**config.mk**
```make
export PLATFORM = sky130hd
export DESIGN_NAME = fft_in_framer
export DESIGN_NICKNAME = d
export VERILOG_FILES = /design/src/rtl/fft_in_framer.sv
export SDC_FILE = /design/constraint.sdc
export NUM_CORES = 2
export LEC_CHECK = 0
export BUFFER_PORTS_ARGS = -buffer_cell sky130_fd_sc_hd__buf_4
export CORE_MARGIN = 5
export CORE_UTILIZATION = 58
export CTS_CLUSTER_DIAMETER = 120
export DETAILED_ROUTE_END_ITERATION = 8
export HOLD_SLACK_MARGIN = 0.03
export PLACE_DENSITY = 0.74
export SETUP_SLACK_MARGIN = 0.3
export SLEW_MARGIN = 20
export SYNTH_ARGS = -nofsm -noshare
export SYNTH_HDL_FRONTEND = slang
export SYNTH_SLANG_ARGS = --single-unit
```
**constraint.sdc**
```tcl
create_clock -name clk -period 5 [get_ports clk]
set_input_delay 0.75 -clock clk [delete_from_list [all_inputs] [get_ports clk]]
set_output_delay 0.75 -clock clk [all_outputs]
set_load 0.03 [all_outputs]
```
**src/rtl/fft_in_framer.sv**
```systemverilog
// fft_in_framer
//   Ingress framer for the 64-point FFT pipeline. Samples from a valid/ready
//   source are collected into a 2 x N ping-pong buffer. Each complete frame is
//   replayed to the core as a start pulse plus N back-to-back samples. Start
//   pulses are kept at least FRAME_GAP cycles apart so that consecutive frames
//   never overlap the core's busy window.
//
//   Optional feature macro: FRAMER_LAST_CHK_EN
//     When defined, s_last is checked against the sample index. An early s_last
//     drops the partial frame. A missing s_last on sample N-1 still commits the
//     frame. Both cases pulse frame_err.
//     When undefined, s_last is ignored and frame_err is tied to 0.
//
// Ports
//   clk, rst_n           clock, asynchronous active-low reset
//   s_valid/s_ready      source handshake; s_re/s_im sample, s_last frame marker
//   start                one-cycle pulse, coincides with sample 0 on d_*
//   d_valid/d_re/d_im    frame samples to PE0 (registered)
//   frame_err            one-cycle framing error pulse
//   busy                 frame buffered or streaming, or start gap still running
module fft_in_framer #(
    parameter int DW        = 16,
    parameter int N         = 64,
    parameter int FRAME_GAP = 185
) (
    input  logic          clk,
    input  logic          rst_n,
    input  logic          s_valid,
    output logic          s_ready,
    input  logic [DW-1:0] s_re,
    input  logic [DW-1:0] s_im,
    input  logic          s_last,
    output logic          start,
    output logic          d_valid,
    output logic [DW-1:0] d_re,
    output logic [DW-1:0] d_im,
    output logic          frame_err,
    output logic          busy
);

    localparam int IW = $clog2(N);
    localparam int GW = $clog2(FRAME_GAP + 1);

    typedef enum logic {IDLE, STREAM} state_t;

    // Sample storage: address is {bank, index}. Deliberately not reset.
    logic [2*DW-1:0] mem [0:2*N-1];

    logic [1:0]    full;
    logic          wr_bank, rd_bank;
    logic [IW-1:0] wr_idx, rd_idx;
    logic [GW-1:0] gap_cnt;
    logic          gap_expired;
    state_t        state, state_nxt;

    logic accept, wr_end, wr_drop;
    logic rd_fire, rd_done, rd_first;

    // ------------------------------------------------------------------
    // Write side
    // ------------------------------------------------------------------
    assign s_ready = ~full[wr_bank];
    assign accept  = s_valid & s_ready;
    assign wr_end  = (wr_idx == IW'(N - 1));

`ifdef FRAMER_LAST_CHK_EN
    logic wr_err;
    // Early s_last throws away the partial frame; a missing s_last on the
    // final sample is only flagged, and the frame is still committed.
    assign wr_drop = accept & s_last & ~wr_end;
    assign wr_err  = wr_drop | (accept & wr_end & ~s_last);

    always_ff @(posedge clk or negedge rst_n) begin
        if (!rst_n) frame_err <= 1'b0;
        else        frame_err <= wr_err;
    end
`else
    logic last_unused;
    assign last_unused = s_last;
    assign wr_drop     = 1'b0;
    assign frame_err   = 1'b0;
`endif

    always_ff @(posedge clk) begin
        if (accept) mem[{wr_bank, wr_idx}] <= {s_re, s_im};
    end

    always_ff @(posedge clk or negedge rst_n) begin
        if (!rst_n) begin
            wr_bank <= 1'b0;
            wr_idx  <= '0;
        end else if (accept) begin
            if (wr_drop) begin
                wr_idx <= '0;
            end else begin
                wr_idx <= wr_idx + 1'b1;   // wraps to 0 after N-1
                if (wr_end) wr_bank <= ~wr_bank;
            end
        end
    end

    // The read side only clears the bank it streams and the write side only
    // sets a bank that is empty, so the two updates never hit the same bit.
    always_ff @(posedge clk or negedge rst_n) begin
        if (!rst_n) begin
            full <= 2'b00;
        end else begin
            if (rd_done)                      full[rd_bank] <= 1'b0;
            if (accept && wr_end && !wr_drop) full[wr_bank] <= 1'b1;
        end
    end

    // ------------------------------------------------------------------
    // Read FSM
    // ------------------------------------------------------------------
    always_ff @(posedge clk or negedge rst_n) begin
        if (!rst_n) state <= IDLE;
        else        state <= state_nxt;
    end

    // rd_fire: an output register load happens on this edge. The first load
    // is issued from IDLE so sample 0 appears on the edge after the frame
    // became full.
    always_comb begin
        state_nxt = state;
        rd_fire   = 1'b0;
        rd_done   = 1'b0;
        case (state)
            IDLE: begin
                if (full[rd_bank] && gap_expired) begin
                    rd_fire   = 1'b1;
                    state_nxt = STREAM;
                end
            end
            STREAM:  rd_fire   = 1'b1;
            default: state_nxt = IDLE;
        endcase
        if (rd_fire && rd_idx == IW'(N - 1)) begin
            rd_done   = 1'b1;
            state_nxt = IDLE;
        end
    end

    assign rd_first = rd_fire & (state == IDLE);

    always_ff @(posedge clk or negedge rst_n) begin
        if (!rst_n) begin
            rd_bank <= 1'b0;
            rd_idx  <= '0;
            start   <= 1'b0;
            d_valid <= 1'b0;
            d_re    <= '0;
            d_im    <= '0;
        end else begin
            start   <= rd_first;
            d_valid <= rd_fire;
            if (rd_fire) begin
                {d_re, d_im} <= mem[{rd_bank, rd_idx}];
                rd_idx       <= rd_idx + 1'b1;
            end
            if (rd_done) rd_bank <= ~rd_bank;
        end
    end

    // Gap counter: loaded with FRAME_GAP-1 on the start edge, so it reads
    // zero (expired) in time for a start exactly FRAME_GAP edges later.
    assign gap_expired = (gap_cnt == '0);

    always_ff @(posedge clk or negedge rst_n) begin
        if (!rst_n)            gap_cnt <= '0;
        else if (rd_first)     gap_cnt <= GW'(FRAME_GAP - 1);
        else if (!gap_expired) gap_cnt <= gap_cnt - 1'b1;
    end

    assign busy = (|full) | (state != IDLE) | ~gap_expired;

endmodule

```
==> results.json <==
{
  "outcome": "finished, final reports clean",
  "antenna_found_initial": 34,
  "io_buffers": 70,
  "hold_path.class": "in -> reg",
  "multi_input_area_um2": 33600,
  "wl_met1_mm": 151,
  "cp.required_ps": 4250,
  "end_kind": "primary output",
  "drtIter0Drc": 13100,
  "hold_viol_final": 0,
  "fin_crit_ps": 4390,
  "switching_share_pct": 25.1,
  "dr_wl_met3_mm": 68.6,
  "cts_max_level": 5,
  "clock_latency_ps": 990,
  "drtAntennaViolNets": 0,
  "yosys-top-cells-area": "edfxtp_1, mux4_2, mux2i_1",
  "r2r_cells": 10,
  "wire_per_inst_um": 38.7,
  "rsz0062_at_grt": "no",
  "clk_pin_slew_ps": 60,
  "synth_area_per_cell_um2": 21.9,
  "nFillCells": 16700,
  "p_per_area_nw_per_um2": 454,
  "first_pass_iters": 6,
  "grt_overflow_total": 0,
  "viasPerCell": 7.06,
  "cp-start-kind": "flip-flop",
  "drt_wl_total_mm": 454,
  "via_count": 82800,
  "ys_seq_area_share_pct": 78.1,
  "final_max_slew_viol_count": 0,
  "top_layer": "met5",
  "regArea_um2": 124000,
  "p_comb_share_pct": 15.0,
  "grt_max_degree": 111,
  "syn2layout_area_growth_pct": 13.1,
  "cts_buffers": 404,
  "p_leak_nw": 54.8,
  "crit_path_max_fanout": 6,
  "cts_tree": "yes",
  "grt.total_usage_pct": 31.8,
  "cp_cell_sequence": "inv_1 > ha_1 > or3b_1 > or3_1 > or4_1 > buf_4",
  "start_util_pct": 58.2,
  "slowest_delay_ps": 690,
  "yosysWarnings": 0,
  "layout-drive-gt1-share_pct": 26.6,
  "worst_pin_slew_ps": 1290,
  "layout_commonest_cell": "edfxtp_1",
  "drv_cap": 0,
  "peakVddDrop_v": 0.000535,
  "cts-root-buf": "clkbuf_16",
  "cts_setup_buffers": 0,
  "postCtsHoldBufs": 1,
  "worst_ep_arrival_time_ps": 3640,
  "syn_nets": 7303,
  "seq_power_share_pct": 48.5,
  "cts_resized": 0,
  "numClockSinks": 4155,
  "post_layout_nonfiller_instances": 11700,
  "ys.flop_type": "edfxtp_1",
  "hpwl_mm": 270,
  "synth_cell_type_count": 73,
  "fp.dieArea_um2": 285000,
  "dieHeight_um": 534,
  "rows": 192,
  "synthArstFlopShare_pct": 1.42,
  "core_area_um2": 274000,
  "synth_area_leader_cell": "edfxtp_1",
  "grt_pass1_wl_mm": 634,
  "dp_cells": 11000,
  "finalSetupViolCount": 0,
  "finClkSkew_ps": 71.0,
  "setup-tns-final_ps": 0,
  "crit_type": "reg -> out",
  "syn_area_um2": 159000,
  "synth_enable_flop_cells": 4096,
  "critPathSlowestCell": "or4_1",
  "die_w_um": 534,
  "drc": 0,
  "gp_congestion": 0.950,
  "grt_pass1_vias": 81600,
  "nets": 7822,
  "slew_headroom_pct": 14.0,
  "timing.final.crit_share_pct": 87.7,
  "p_int_mw": 61.4,
  "met2WireLength_mm": 203,
  "synth_top_area_share_pct": 77.2,
  "clock.fmax_mhz": 228,
  "clkPwrFrac_pct": 36.5,
  "power_switching_mw": 20.5,
  "layout_common_cells": "edfxtp_1, mux4_2, buf_4, mux2i_1, clkbuf_16",
  "ios": 73,
  "cts_buffer_depth": 4,
  "whs_path_depth": 1,
  "ys_ff_latch": 4155,
  "synthCells": 7264
}
[through the flow]
stage / hold slack, ps / worst slack, ps / utilization, % / area, µm² / total power, mW
floorplan: 454 / 794 / - / 159000 / 48.5
global placement: 474 / 918 / 61.1 / 167000 / 52.4
detailed placement: 529 / 886 / 61.1 / 167000 / 52.6
CTS: 242 / 558 / 65.8 / 180000 / 82.0
global route: 214 / 572 / 65.8 / 180000 / 84.3
finish: 249 / 613 / 65.9 / 180000 / 81.9
[cells by family (layout without fill, tap and decap cells)]
group	after synthesis	after routing	synth area share, %
muxes	1324	1324	15.4
and+or+nand+nor	608	608	1.71
DFF	4155	4155	78.1
other	1	21	0.00235
adders and majority gates	3	3	0.0236
xor gates and xnor gates	12	12	0.0659
buffers and inverters	427	1289	1.49
AOI/OAI and AO/OA	734	734	3.18
[worst max-delay path: cells and delay by family (launching register included)]
kind | cells | cell delay (ps)
simple gates | 3 | 1720
flops | 1 | 410
buf+inv | 2 | 330
fa+ha+maj | 1 | 190
[final timing paths]
kind                             from          to  slack, ps
min                           s_im[1]  mem[40][1]        250
max in group asynchronous       rst_n   rd_idx[3]       3560
max                        gap_cnt[0]        busy        610
max reg2reg                 rd_idx[0]     d_re[5]        690
min in group asynchronous       rst_n  gap_cnt[1]        430
min reg2reg                gap_cnt[2]  gap_cnt[2]        530
[registers in the layout, indices dropped and copies added, names as in the netlist, 2 cells and up]
name     flops
d_re        16
full         2
wr_idx       6
mem       4096
gap_cnt      8
rd_idx       6
d_im        16
[cell usage after synthesis, drive strengths merged, types with 10 or more instances]
cell type / n
edfxtp: 4096
mux4: 903
mux2i: 404
buf: 259
nor2: 218
nand2: 176
clkbuf: 157
a21oi: 135
a22oi: 116
o22ai: 97
o221ai: 94
o21ai: 83
dfrtp: 59
nand3: 56
nor3: 40
nor2b: 30
a211oi: 29
a221oi: 27
a31oi: 27
and2: 26
a22o: 19
mux2: 17
nand2b: 14
o211ai: 13
inv: 11
nand4: 10
o31ai: 10
or3: 10
xnor2: 10
[cell type report]
cell class	instances	area share, %
timing repair buffer	529	2.55
clock inverter	232	1.27
clock buffer	517	5.92
inverter	11	0.0305
tap	3589	2.49
antenna	20	0.0278
sequential	4155	69.1
multi-input combinational	2682	18.6
[metal layers]
layer	track usage, %	vias up
li1	-	31800
met1	42.9	42900
met2	46.5	6843
met3	10.5	1237
met4	17.4	24
met5	0	-
[power groups by stage]
stage / clock network, mW / logic, mW / registers (mW)
5_1_grt: 31.6 / 12.9 / 39.8
3_3_place_gp: 0 / 12.0 / 40.4
2_1_floorplan: 0 / 8.29 / 40.2
4_1_cts: 30.0 / 12.3 / 39.7
3_5_place_dp: 0 / 12.2 / 40.4
6_report: 29.9 / 12.3 / 39.8
No activity file was read; power rests on OpenSTA's default activity.
